**config.mk**
```make
export PLATFORM = sky130hd
export DESIGN_NAME = rr_arbiter8_flat
export DESIGN_NICKNAME = d
export VERILOG_FILES = /design/src/rtl/rr_arbiter8_if.sv /design/src/rtl/rr_arbiter8.sv /design/src/flat_wrapper.sv
export SDC_FILE = /design/constraint.sdc
export NUM_CORES = 1
export LEC_CHECK = 0
export BUFFER_PORTS_ARGS = -buffer_cell sky130_fd_sc_hd__buf_2
export CELL_PAD_IN_SITES_DETAIL_PLACEMENT = 0
export CELL_PAD_IN_SITES_GLOBAL_PLACEMENT = 1
export CORE_MARGIN = 5
export CORE_UTILIZATION = 48
export DETAILED_ROUTE_END_ITERATION = 7
export GPL_ROUTABILITY_DRIVEN = 0
export PLACE_DENSITY_LB_ADDON = 0.08
export RECOVER_POWER = 100
export SYNTH_ARGS = -nofsm -noshare
export SYNTH_HDL_FRONTEND = slang
export SYNTH_SLANG_ARGS = --single-unit
```
**constraint.sdc**
```tcl
create_clock -name clk -period 8.2 [get_ports clk]
set_clock_uncertainty 0.2 [all_clocks]
set_input_delay 0.41 -clock clk [delete_from_list [all_inputs] [get_ports clk]]
set_output_delay 0.41 -clock clk [all_outputs]
set_load 0.1 [all_outputs]
```
**src/rtl/rr_arbiter8_if.sv**
```systemverilog
// Request/grant bundle between eight requesters and the round-robin arbiter.
interface rr_arbiter8_if;
   logic [7:0] req;
   logic [7:0] gnt;
   logic [2:0] gnt_idx;
   logic       gnt_valid;
   logic       hold_expire;

   modport master (output req, input gnt, gnt_idx, gnt_valid, hold_expire);
   modport slave  (input req, output gnt, gnt_idx, gnt_valid, hold_expire);
endinterface

```
**src/rtl/rr_arbiter8.sv**
```systemverilog
// 8-way round-robin arbiter with registered winner index, hold-while-requesting
// grants and an optional hold limit that forces rotation when others wait.
module rr_arbiter8 #(
   parameter int MAX_HOLD = 16,
   parameter int CNT_W    = 8
) (
   input  logic         clk,
   input  logic         rst_n,
   rr_arbiter8_if.slave bus
);

   typedef enum logic {IDLE, GRANT} state_t;

   localparam int             LIM_I = (MAX_HOLD == 0) ? 0 : MAX_HOLD - 1;
   localparam logic [CNT_W-1:0] LIM = CNT_W'(LIM_I);

   state_t           state_q, state_d;
   logic [2:0]       ptr_q, ptr_d;
   logic [2:0]       idx_q, idx_d;
   logic             vld_q, vld_d;
   logic             exp_q, exp_d;
   logic [CNT_W-1:0] cnt_q, cnt_d;
   logic [2:0]       win;

   // Descending scan so the smallest offset from the pointer wins.
   function automatic logic [2:0] pick(input logic [7:0] r, input logic [2:0] p);
      logic [2:0] j;
      pick = p;
      for (int i = 7; i >= 0; i--) begin
         j = p + 3'(i);
         if (r[j]) pick = j;
      end
   endfunction

   assign win = pick(bus.req, ptr_q);

   always_comb begin
      state_d = state_q;
      ptr_d   = ptr_q;
      idx_d   = idx_q;
      vld_d   = vld_q;
      exp_d   = 1'b0;
      cnt_d   = cnt_q;
      case (state_q)
         IDLE: begin
            vld_d = 1'b0;
            if (|bus.req) begin
               idx_d   = win;
               ptr_d   = win + 3'd1;
               vld_d   = 1'b1;
               cnt_d   = '0;
               state_d = GRANT;
            end
         end
         GRANT: begin
            if (bus.req[idx_q] && (MAX_HOLD == 0 || cnt_q < LIM)) begin
               if (cnt_q != '1) cnt_d = cnt_q + 1'b1;
            end else if (bus.req[idx_q]) begin
               // Hold limit reached: the holder sits last in the scan order.
               idx_d = win;
               ptr_d = win + 3'd1;
               cnt_d = '0;
               exp_d = 1'b1;
            end else if (|bus.req) begin
               idx_d = win;
               ptr_d = win + 3'd1;
               cnt_d = '0;
            end else begin
               vld_d   = 1'b0;
               cnt_d   = '0;
               state_d = IDLE;
            end
         end
         default: state_d = IDLE;
      endcase
   end

   always_ff @(posedge clk or negedge rst_n) begin
      if (!rst_n) begin
         state_q <= IDLE;
         ptr_q   <= '0;
         idx_q   <= '0;
         vld_q   <= 1'b0;
         exp_q   <= 1'b0;
         cnt_q   <= '0;
      end else begin
         state_q <= state_d;
         ptr_q   <= ptr_d;
         idx_q   <= idx_d;
         vld_q   <= vld_d;
         exp_q   <= exp_d;
         cnt_q   <= cnt_d;
      end
   end

   assign bus.gnt         = vld_q ? (8'b1 << idx_q) : 8'h00;
   assign bus.gnt_idx     = idx_q;
   assign bus.gnt_valid   = vld_q;
   assign bus.hold_expire = exp_q;

endmodule

```
**src/flat_wrapper.sv**
```systemverilog
// flat-port wrapper written by rule: the top's interface ports become plain ports
module rr_arbiter8_flat 
#(
   parameter int MAX_HOLD = 16,
   parameter int CNT_W    = 8
)
  (clk, rst_n, bus_req, bus_gnt, bus_gnt_idx, bus_gnt_valid, bus_hold_expire);
  rr_arbiter8_if bus_i ();
  input  logic clk;
  input  logic rst_n;
  input wire logic [$bits(bus_i.req)-1:0] bus_req;
  output wire logic [$bits(bus_i.gnt)-1:0] bus_gnt;
  output wire logic [$bits(bus_i.gnt_idx)-1:0] bus_gnt_idx;
  output wire logic [$bits(bus_i.gnt_valid)-1:0] bus_gnt_valid;
  output wire logic [$bits(bus_i.hold_expire)-1:0] bus_hold_expire;
  assign bus_i.req = bus_req;
  assign bus_gnt = bus_i.gnt;
  assign bus_gnt_idx = bus_i.gnt_idx;
  assign bus_gnt_valid = bus_i.gnt_valid;
  assign bus_hold_expire = bus_i.hold_expire;
  rr_arbiter8 #(.MAX_HOLD(MAX_HOLD), .CNT_W(CNT_W)) u_core (.clk(clk), .rst_n(rst_n), .bus(bus_i));
endmodule
```
* Word-level counts from Yosys, hierarchy flattened
Cells that the tools add are included.
** Storage, ports and cells
- Bits in registers :: 17
- Output and inout port bits :: 13
- Logic and storage cells :: 87
- Input port bits :: 10
** Operators by class
- Bitwise operators :: 1
- Shift operators :: 1
- Order comparisons :: 10
- Equality and inequality tests :: 6
- $add $sub $neg :: 9
- Multiplexer cells :: 50
- Reductions and logical operators :: 4
** Operator list (count)
- 3-bit two-way mux :: 14
- 3-bit by 4-bit < comparator with 1-bit output (second input constant) :: 9
- 8-bit two-way mux :: 4
- 1-bit binary-select mux with 3-bit select :: 9
- 1-bit two-way mux :: 18
- 8-bit case mux with 2 select lines :: 1
- 3-bit adder (second input constant) :: 4
- 3-bit case mux with 2 select lines :: 2
- 8-bit by 1-bit adder with 8-bit output (second input constant) :: 1
- 8-bit by 4-bit < comparator with 1-bit output (second input constant) :: 1
- 8-bit != test (second input constant) :: 1
- 8-bit OR reduction :: 1
- 1-bit by 3-bit << shifter with 8-bit output (first input constant) :: 1
- 3-bit by 1-bit adder with 3-bit output (second input constant) :: 2
- 3-bit by 2-bit adder with 3-bit output (second input constant) :: 2
- 2-bit != test (second input constant) :: 3
- 1-bit case mux with 2 select lines :: 2
- 3-bit != test (second input constant) :: 1
- 3-bit AND reduction :: 1
- 2-bit by 1-bit != test with 1-bit output (second input constant) :: 1
- 2-bit AND reduction :: 1
- 1-bit logical AND :: 1
- 1-bit NOT :: 1

* Depth between registers and ports, before layout
Gate-level depths: netlist of run 1.
- Depth after elaboration :: 16
- Mapped depth :: 15
- Mapped depth without buffers :: 12

* Least setup slack after synthesis of run 1
No wires, ideal clock.
- Path kind :: register to output
- From :: register u_core.idx_q[2], in the netlist u_core.bus.gnt_idx[2]
- To :: output port bus_gnt[4]
- Buffers on the path :: 0
- Path slack :: 4.337 ns
- Data required time :: 7.590 ns
- Stages on the path, launching flop included :: 3
- Arrival time :: 3.253 ns
- Path through :: dfrtp_1 > nand2_1 > nor3_1
** On the way
- Word-level cells in the longest chain between the ends :: 2
** RTL lines
- start, declared :: line rr_arbiter8.sv:19 : logic [2:0] idx_q, idx_d;
- start signal, assigned :: line rr_arbiter8.sv:89 : idx_q <= idx_d;
- 1-bit by 3-bit << shifter with 8-bit output :: line rr_arbiter8.sv:96 : assign bus.gnt = vld_q ? (8'b1 << idx_q) : 8'h00;
- 8-bit two-way mux :: line rr_arbiter8.sv:96
- end, declared :: line flat_wrapper.sv:12 : output wire logic [$bits(bus_i.gnt)-1:0] bus_gnt;
No other way between the ends.

* Worst setup path after layout of run 1
- From :: register u_core.ptr_q[0]
- To :: register u_core.ptr_q[2]
** On the way
- Word-level cells in the longest chain between the ends :: 16
- Elaborated cells on any way between the ends :: 36
- Those cells by class :: add/sub (8); mux (28)
** RTL lines
- start, declared :: line rr_arbiter8.sv:18 : logic [2:0] ptr_q, ptr_d;
- start signal, assigned :: line rr_arbiter8.sv:88 : ptr_q <= ptr_d;
- 3-bit adder :: line rr_arbiter8.sv:30 : j = p + 3'(i);
- 1-bit binary-select mux with 3-bit select :: line rr_arbiter8.sv:31 : if (r[j]) pick = j;
- 1-bit two-way mux (not written as such) :: line rr_arbiter8.sv:31
- 3-bit two-way mux (7 in a row) :: line rr_arbiter8.sv:31
- 3-bit two-way mux * :: line rr_arbiter8.sv:31
- 3-bit by 1-bit adder with 3-bit output * :: line rr_arbiter8.sv:49, rr_arbiter8.sv:61, rr_arbiter8.sv:66
- 3-bit two-way mux :: line rr_arbiter8.sv:47, rr_arbiter8.sv:64
- 3-bit two-way mux :: line rr_arbiter8.sv:58 : end else if (bus.req[idx_q]) begin
- 3-bit two-way mux :: line rr_arbiter8.sv:56 : if (bus.req[idx_q] && (MAX_HOLD == 0 || cnt_q < LIM)) begin
- 3-bit case mux with 2 select lines * :: line rr_arbiter8.sv:44 : case (state_q)
Mark *: on every way between the ends. The rest lies on a longest branch, timed or not. The select of a mux whose other input is x is not followed.
A chain may end at the register's enable or synchronous reset.

==> impl_metrics.py, run 1 <==
metrics = {
    "floorplan": {
        "core_area_um2": 3310,
        "dieArea_um2": 4660,
        "io_pins": 23,
        "row_count": 21,
        "die_w_um": 68.2,
        "start_util_pct": 49.2,
        "dieHeight_um": 68.2,
    },
    "grt": {
        "grt_pass1_vias": 1368,
        "grt_max_degree": 18,
        "overflow": 0,
        "track_usage_pct": 19.3,
        "antenna_found_initial": 0,
        "grt_pass1_wl_mm": 6.88,
    },
    "drt": {
        "drtIter0Drc": 128,
        "post-route-drc-count": 0,
        "first_pass_iters": 4,
        "via_per_inst": 6.11,
        "wire_per_inst_um": 17.3,
        "via_count": 1399,
        "wirelength_mm": 3.97,
        "postRouteAntennaNets": 0,
    },
    "yosys": {
        "yosysWarnings": 0,
        "async_reset_ff_share_pct": 100,
        "ys_seq_elements": 17,
        "synth.net_count": 179,
        "avgSynthCellArea_um2": 9.87,
        "synth_flop_cell": "dfrtp_1",
        "synth_cell_types": 52,
        "synth_top_cells_by_area": "dfrtp_1, mux4_2, mux2_2",
        "synth_edf_count": 0,
        "syn_area_um2": 1630,
        "syn_inst": 165,
        "yosys.area.top_type_share_pct": 26.1,
        "synth_most_common_cell": "dfrtp_1",
        "ys_seq_area_share_pct": 26.1,
        "yosys.area.top_type": "dfrtp_1",
        "synth_common_cells": "dfrtp_1, nand2_1, nor2_1, mux4_2, mux2_2",
    },
    "timing": {
        "drv_slew": 0,
        "setup_tns_ns": 0,
        "slew_headroom_pct": 22.0,
        "hold_violations": 0,
        "maxClockFrequency_ghz": 0.242,
        "period_share_pct": 50.3,
        "rsz0062_at_grt": "false",
        "worst_pin_slew_ns": 1.17,
        "setup_viol": 0,
        "period_minus_slack_ns": 4.13,
    },
    "placed_design": {
        "io_buffers": 22,
        "placed_area_um2": 1740,
        "hpwl_mm": 3.00,
    },
    "setup_path": {
        "arrival_ns": 4.11,
        "worstPathRequired_ns": 8.18,
        "criticalPathCategory": "register to register",
        "startpoint_type": "register",
        "crit_fanout": 16,
        "cp-end-kind": "register",
        "r2r_setup_slack_ns": 4.07,
    },
    "clock_tree": {
        "clk_pin_slew_ns": 0.10,
        "clock_latency_ns": 0.28,
        "cts_root_buf": "clkbuf_4",
        "tritoncts": "built",
        "cts_buffers": 3,
        "cts_buffer_depth": 2,
        "clock_sinks": 17,
        "htreeDepth": 1,
    },
    "worst_hold_path": {
        "hp-class": "register to register",
    },
    "status": {
        "status": "completed",
    },
    "layout": {
        "nets": 198,
        "antenna_cells": 0,
        "syn_to_final_growth_pct": 7.07,
        "drive_gt1_share_pct": 17.5,
        "fin_area_um2": 1740,
    },
    "job": {
        "max-cap-violations": 0,
    },
}
## metrics by stage
stage / cells / utilization (%) / hold WS [ns] / setup slack [ns]
2_1_floorplan: 165 / - / -0.0856 / 4.34
3_3_place_gp: 224 / 52.5 / 0.145 / 4.34
3_5_place_dp: 224 / 52.5 / 0.146 / 4.22
4_1_cts: 229 / 53.6 / 0.294 / 4.17
5_1_grt: 229 / 52.6 / 0.330 / 3.64
6_report: 229 / 52.6 / 0.291 / 4.07
## critical path, stage by stage (launching register included)
cell and delay [ns]:
dfrtp_1 0.84, inv_1 0.22, ha_1 0.52, mux4_2 0.62
mux2_1 0.39, a311oi_1 0.29, a21oi_2 0.11, xnor2_1 0.15
ha_1 0.22, and3_1 0.15, o31a_1 0.10, a221oi_1 0.20
## path summary, 6_finish.rpt
| path | startpoint | to | cells after the start |
|---|---|---|---|
| max | u_core.ptr_q[0] | u_core.ptr_q[2] | 11 |
| min reg2reg | u_core.cnt_q[7] | u_core.cnt_q[7] | 1 |
| max in group asynchronous | rst_n | u_core.cnt_q[1] | 2 |
| min | u_core.cnt_q[7] | u_core.cnt_q[7] | 1 |
| min in group asynchronous | rst_n | u_core.cnt_q[0] | 2 |
| max reg2reg | u_core.ptr_q[0] | u_core.ptr_q[2] | 11 |
## layout make-up
type | count | area, µm²
inverters | 7 | 26.3
fillers | 322 | 1570
well taps | 46 | 57.6
repair buffers | 23 | 101
clock inverters | 1 | 5.00
multi-input cells | 132 | 1100
flip-flops and latches | 17 | 425
clock buffers | 3 | 22.5
## layer usage
metal  part of all wire [%]  wire, µm  track usage (%)  vias to the layer above
met2                     46      1840             30.3                       53
met5                      0         0                0                        -
li1                       -         -                -                      673
met4                      0         0             1.99                        0
met3                    8.1       321             3.78                        0
met1                     45      1800             28.4                      673
## registers in the layout (all words and copies together) (netlist names)
register                flops
u_core.bus.hold_expire      1
u_core.bus.gnt_idx          3
u_core.cnt_q                8
u_core.bus.gnt_valid        1
u_core.state_q              1
u_core.ptr_q                3
## what timing repair did
action / CTS / global route
resized for setup: 0 / 0
buffers inserted: 0 / 0
hold buffers: 1 / 0
endpoints found under the hold margin: 17 / 0
## kinds of logic (layout without fill, tap and decap cells)
logic type | count (synthesis) | count (layout) | synth area share (%)
buf+inv | 16 | 34 | 5.23
xor+xnor | 5 | 5 | 2.69
compound gates | 36 | 36 | 17.0
fa+ha+maj | 4 | 4 | 3.07
mux | 27 | 27 | 27.6
simple gates | 60 | 60 | 18.3
flops | 17 | 17 | 26.1
## layout by cell type (no fill, tap or decap), types with 2 or more instances in the layout
cell type and n:
o21ai_0 4, o21ai_1 2, a21o_1 2, nand4_1 2, dfrtp_1 17, buf_2 7, a31oi_1 2, mux4_2 12
xnor2_1 3, o31a_1 2, o31ai_1 2, and2_0 2, nand2_1 15, nor3_1 6, nor2b_1 2, and3_1 2
nor2_1 14, a22oi_1 3, a21oi_2 2, nand3_1 6, clkbuf_4 3, o21a_1 2, nand2b_1 3, mux2i_1 3
a21oi_1 3, xor2_1 2, ha_1 4, a221oi_1 2, mux2_2 4, clkbuf_1 15, nor4_1 2, mux2_1 6
inv_1 6
Power of run 1 is not shown: default switching activity piles up to over one toggle a cycle in this logic, so the estimate is an artifact.
==> run 2, diff against run 1 <==
Settings changed: CORE_UTILIZATION 48 to 40.
Clock period 8.2 ns to 3.5 ns, I/O delays scaled along.
==> run 2 against run 1 <==
Final area grew 3.8%. First-iteration DRC count grew 0.78%. Global-route usage shrank 2.2 points. Die area grew 17%. Critical endpoint is now u_core.ptr_q[1].
==> impl_metrics.py, run 2 (same netlist as run 1, synthesis figures left out) <==
metrics = {
    "timing": {
        "rsz0062_at_grt": "false",
        "period_share_pct": 92.3,
        "drv_slew": 0,
        "period_minus_slack_ns": 3.23,
        "worst_pin_slew_ns": 1.18,
        "maxClockFrequency_ghz": 0.310,
        "setup_tns_ns": 0,
        "hold_violations": 0,
        "slew_headroom_pct": 21.3,
        "setup_viol": 0,
        "hold_ws_ns": 0.282,
    },
    "layout": {
        "regMostFlops": "u_core.cnt_q",
        "drive_gt1_share_pct": 21.5,
        "final_cell_mix": "dfrtp_1, clkbuf_1, nand2_1, nor2_1, mux4_2",
        "syn_to_final_growth_pct": 11.1,
        "antenna_cells": 0,
        "fillCellCount": 393,
        "nets": 201,
        "final_common_cell": "dfrtp_1",
        "largest_reg_flops": 8,
    },
    "setup_path": {
        "rr_startpoint": "u_core.ptr_q[0]",
        "crit_fanout": 7,
        "startpoint": "u_core.ptr_q[0]",
        "criticalPathCategory": "register to register",
        "arrival_ns": 3.17,
        "crit_end": "u_core.ptr_q[1]",
        "startpoint_type": "register",
        "cp-end-kind": "register",
        "worstPathRequired_ns": 3.43,
        "r2r_cells": 9,
        "r2r_setup_slack_ns": 0.27,
        "crit-reg2reg-capture": "u_core.ptr_q[1]",
    },
    "drt": {
        "via_count": 1453,
        "first_pass_iters": 4,
        "drtIter0Drc": 129,
        "wirelength_mm": 4.31,
        "post-route-drc-count": 0,
        "via_per_inst": 6.16,
        "postRouteAntennaNets": 0,
        "wire_per_inst_um": 18.3,
    },
    "grt": {
        "track_usage_pct": 17.1,
        "antenna_found_initial": 0,
        "grt_pass1_wl_mm": 7.27,
        "grt_max_degree": 18,
        "grt_pass1_vias": 1421,
        "overflow": 0,
    },
    "clock_tree": {
        "clk_pin_slew_ns": 0.07,
        "post_cts_buffers": 0,
        "clock_latency_ns": 0.25,
        "cts_root_buf": "clkbuf_8",
        "cts_buffers": 3,
        "cts_buffer_depth": 2,
        "clock_sinks": 17,
        "htreeDepth": 1,
        "tritoncts": "built",
    },
    "floorplan": {
        "start_util_pct": 41.0,
        "row_count": 23,
        "core_area_um2": 3970,
        "dieArea_um2": 5440,
        "io_pins": 23,
        "die_w_um": 73.8,
        "dieHeight_um": 73.8,
    },
    "status": {
        "status": "completed",
    },
    "placed_design": {
        "io_buffers": 22,
        "hpwl_mm": 3.20,
    },
    "worst_hold_path": {
        "hp-class": "register to register",
        "holdPathStages": 1,
    },
    "job": {
        "max-cap-violations": 0,
    },
}
==> run 2: worst min-delay path by stage <==
stage / from / endpoint / slack [ns]
6_report: u_core.cnt_q[7] / u_core.cnt_q[7] / 0.28
5_1_grt: u_core.cnt_q[7] / u_core.cnt_q[7] / 0.31
4_1_cts: rst_n / u_core.bus.hold_expire / 0.19
3_5_place_dp: rst_n / u_core.bus.gnt_valid / -0.08
3_3_place_gp: rst_n / u_core.bus.hold_expire / -0.09
2_1_floorplan: rst_n / u_core.bus.gnt_idx[0] / -0.32
==> run 2: what timing repair did <==
| item | 4_1_cts | 5_1_grt |
|---|---|---|
| hold buffers | 1 | 0 |
| setup endpoints to repair | 0 | 1 |
| endpoints found under the hold margin | 17 | 0 |
| resized for setup | 0 | 1 |
==> run 2: layout make-up <==
class	instances	area, µm²	share of cell area, %
Inverter	7	26.3	1.45
Sequential cell	17	425	23.5
Multi-Input combinational cell	132	1130	62.2
Timing Repair Buffer	26	124	6.85
Clock buffer	4	45.0	2.49
Tap cell	50	62.6	3.46
==> run 2: routing by layer <==
metal  vias up  share of wire (%)  global-route usage [%]
li1        678                  -                       -
met1       709                 45                    25.6
met2        64                 46                    25.5
met3         2                9.0                    4.38
met4         0               0.53                    2.01
met5         -                  0                       0
==> run 2: critical path, stage by stage (launching register included) <==
cell      delay, ns
dfrtp_1        0.34
inv_1          0.08
ha_2           0.43
mux4_2         0.59
mux2_2         0.35
a311oi_2       0.20
a21oi_1        0.13
xnor2_1        0.23
ha_1           0.27
mux2_1         0.29
==> run 2: per-stage QoR <==
stage	setup slack, ns	cell area, µm²	util (%)	instances
floorplan	0.210	1640	-	165
global placement	0.242	1770	44.7	231
detailed placement	0.215	1770	44.7	231
CTS	0.199	1830	46.1	236
global route	0.0561	1810	45.6	236
finish	0.269	1810	45.6	236
Power of run 2 is left out for the same reason.
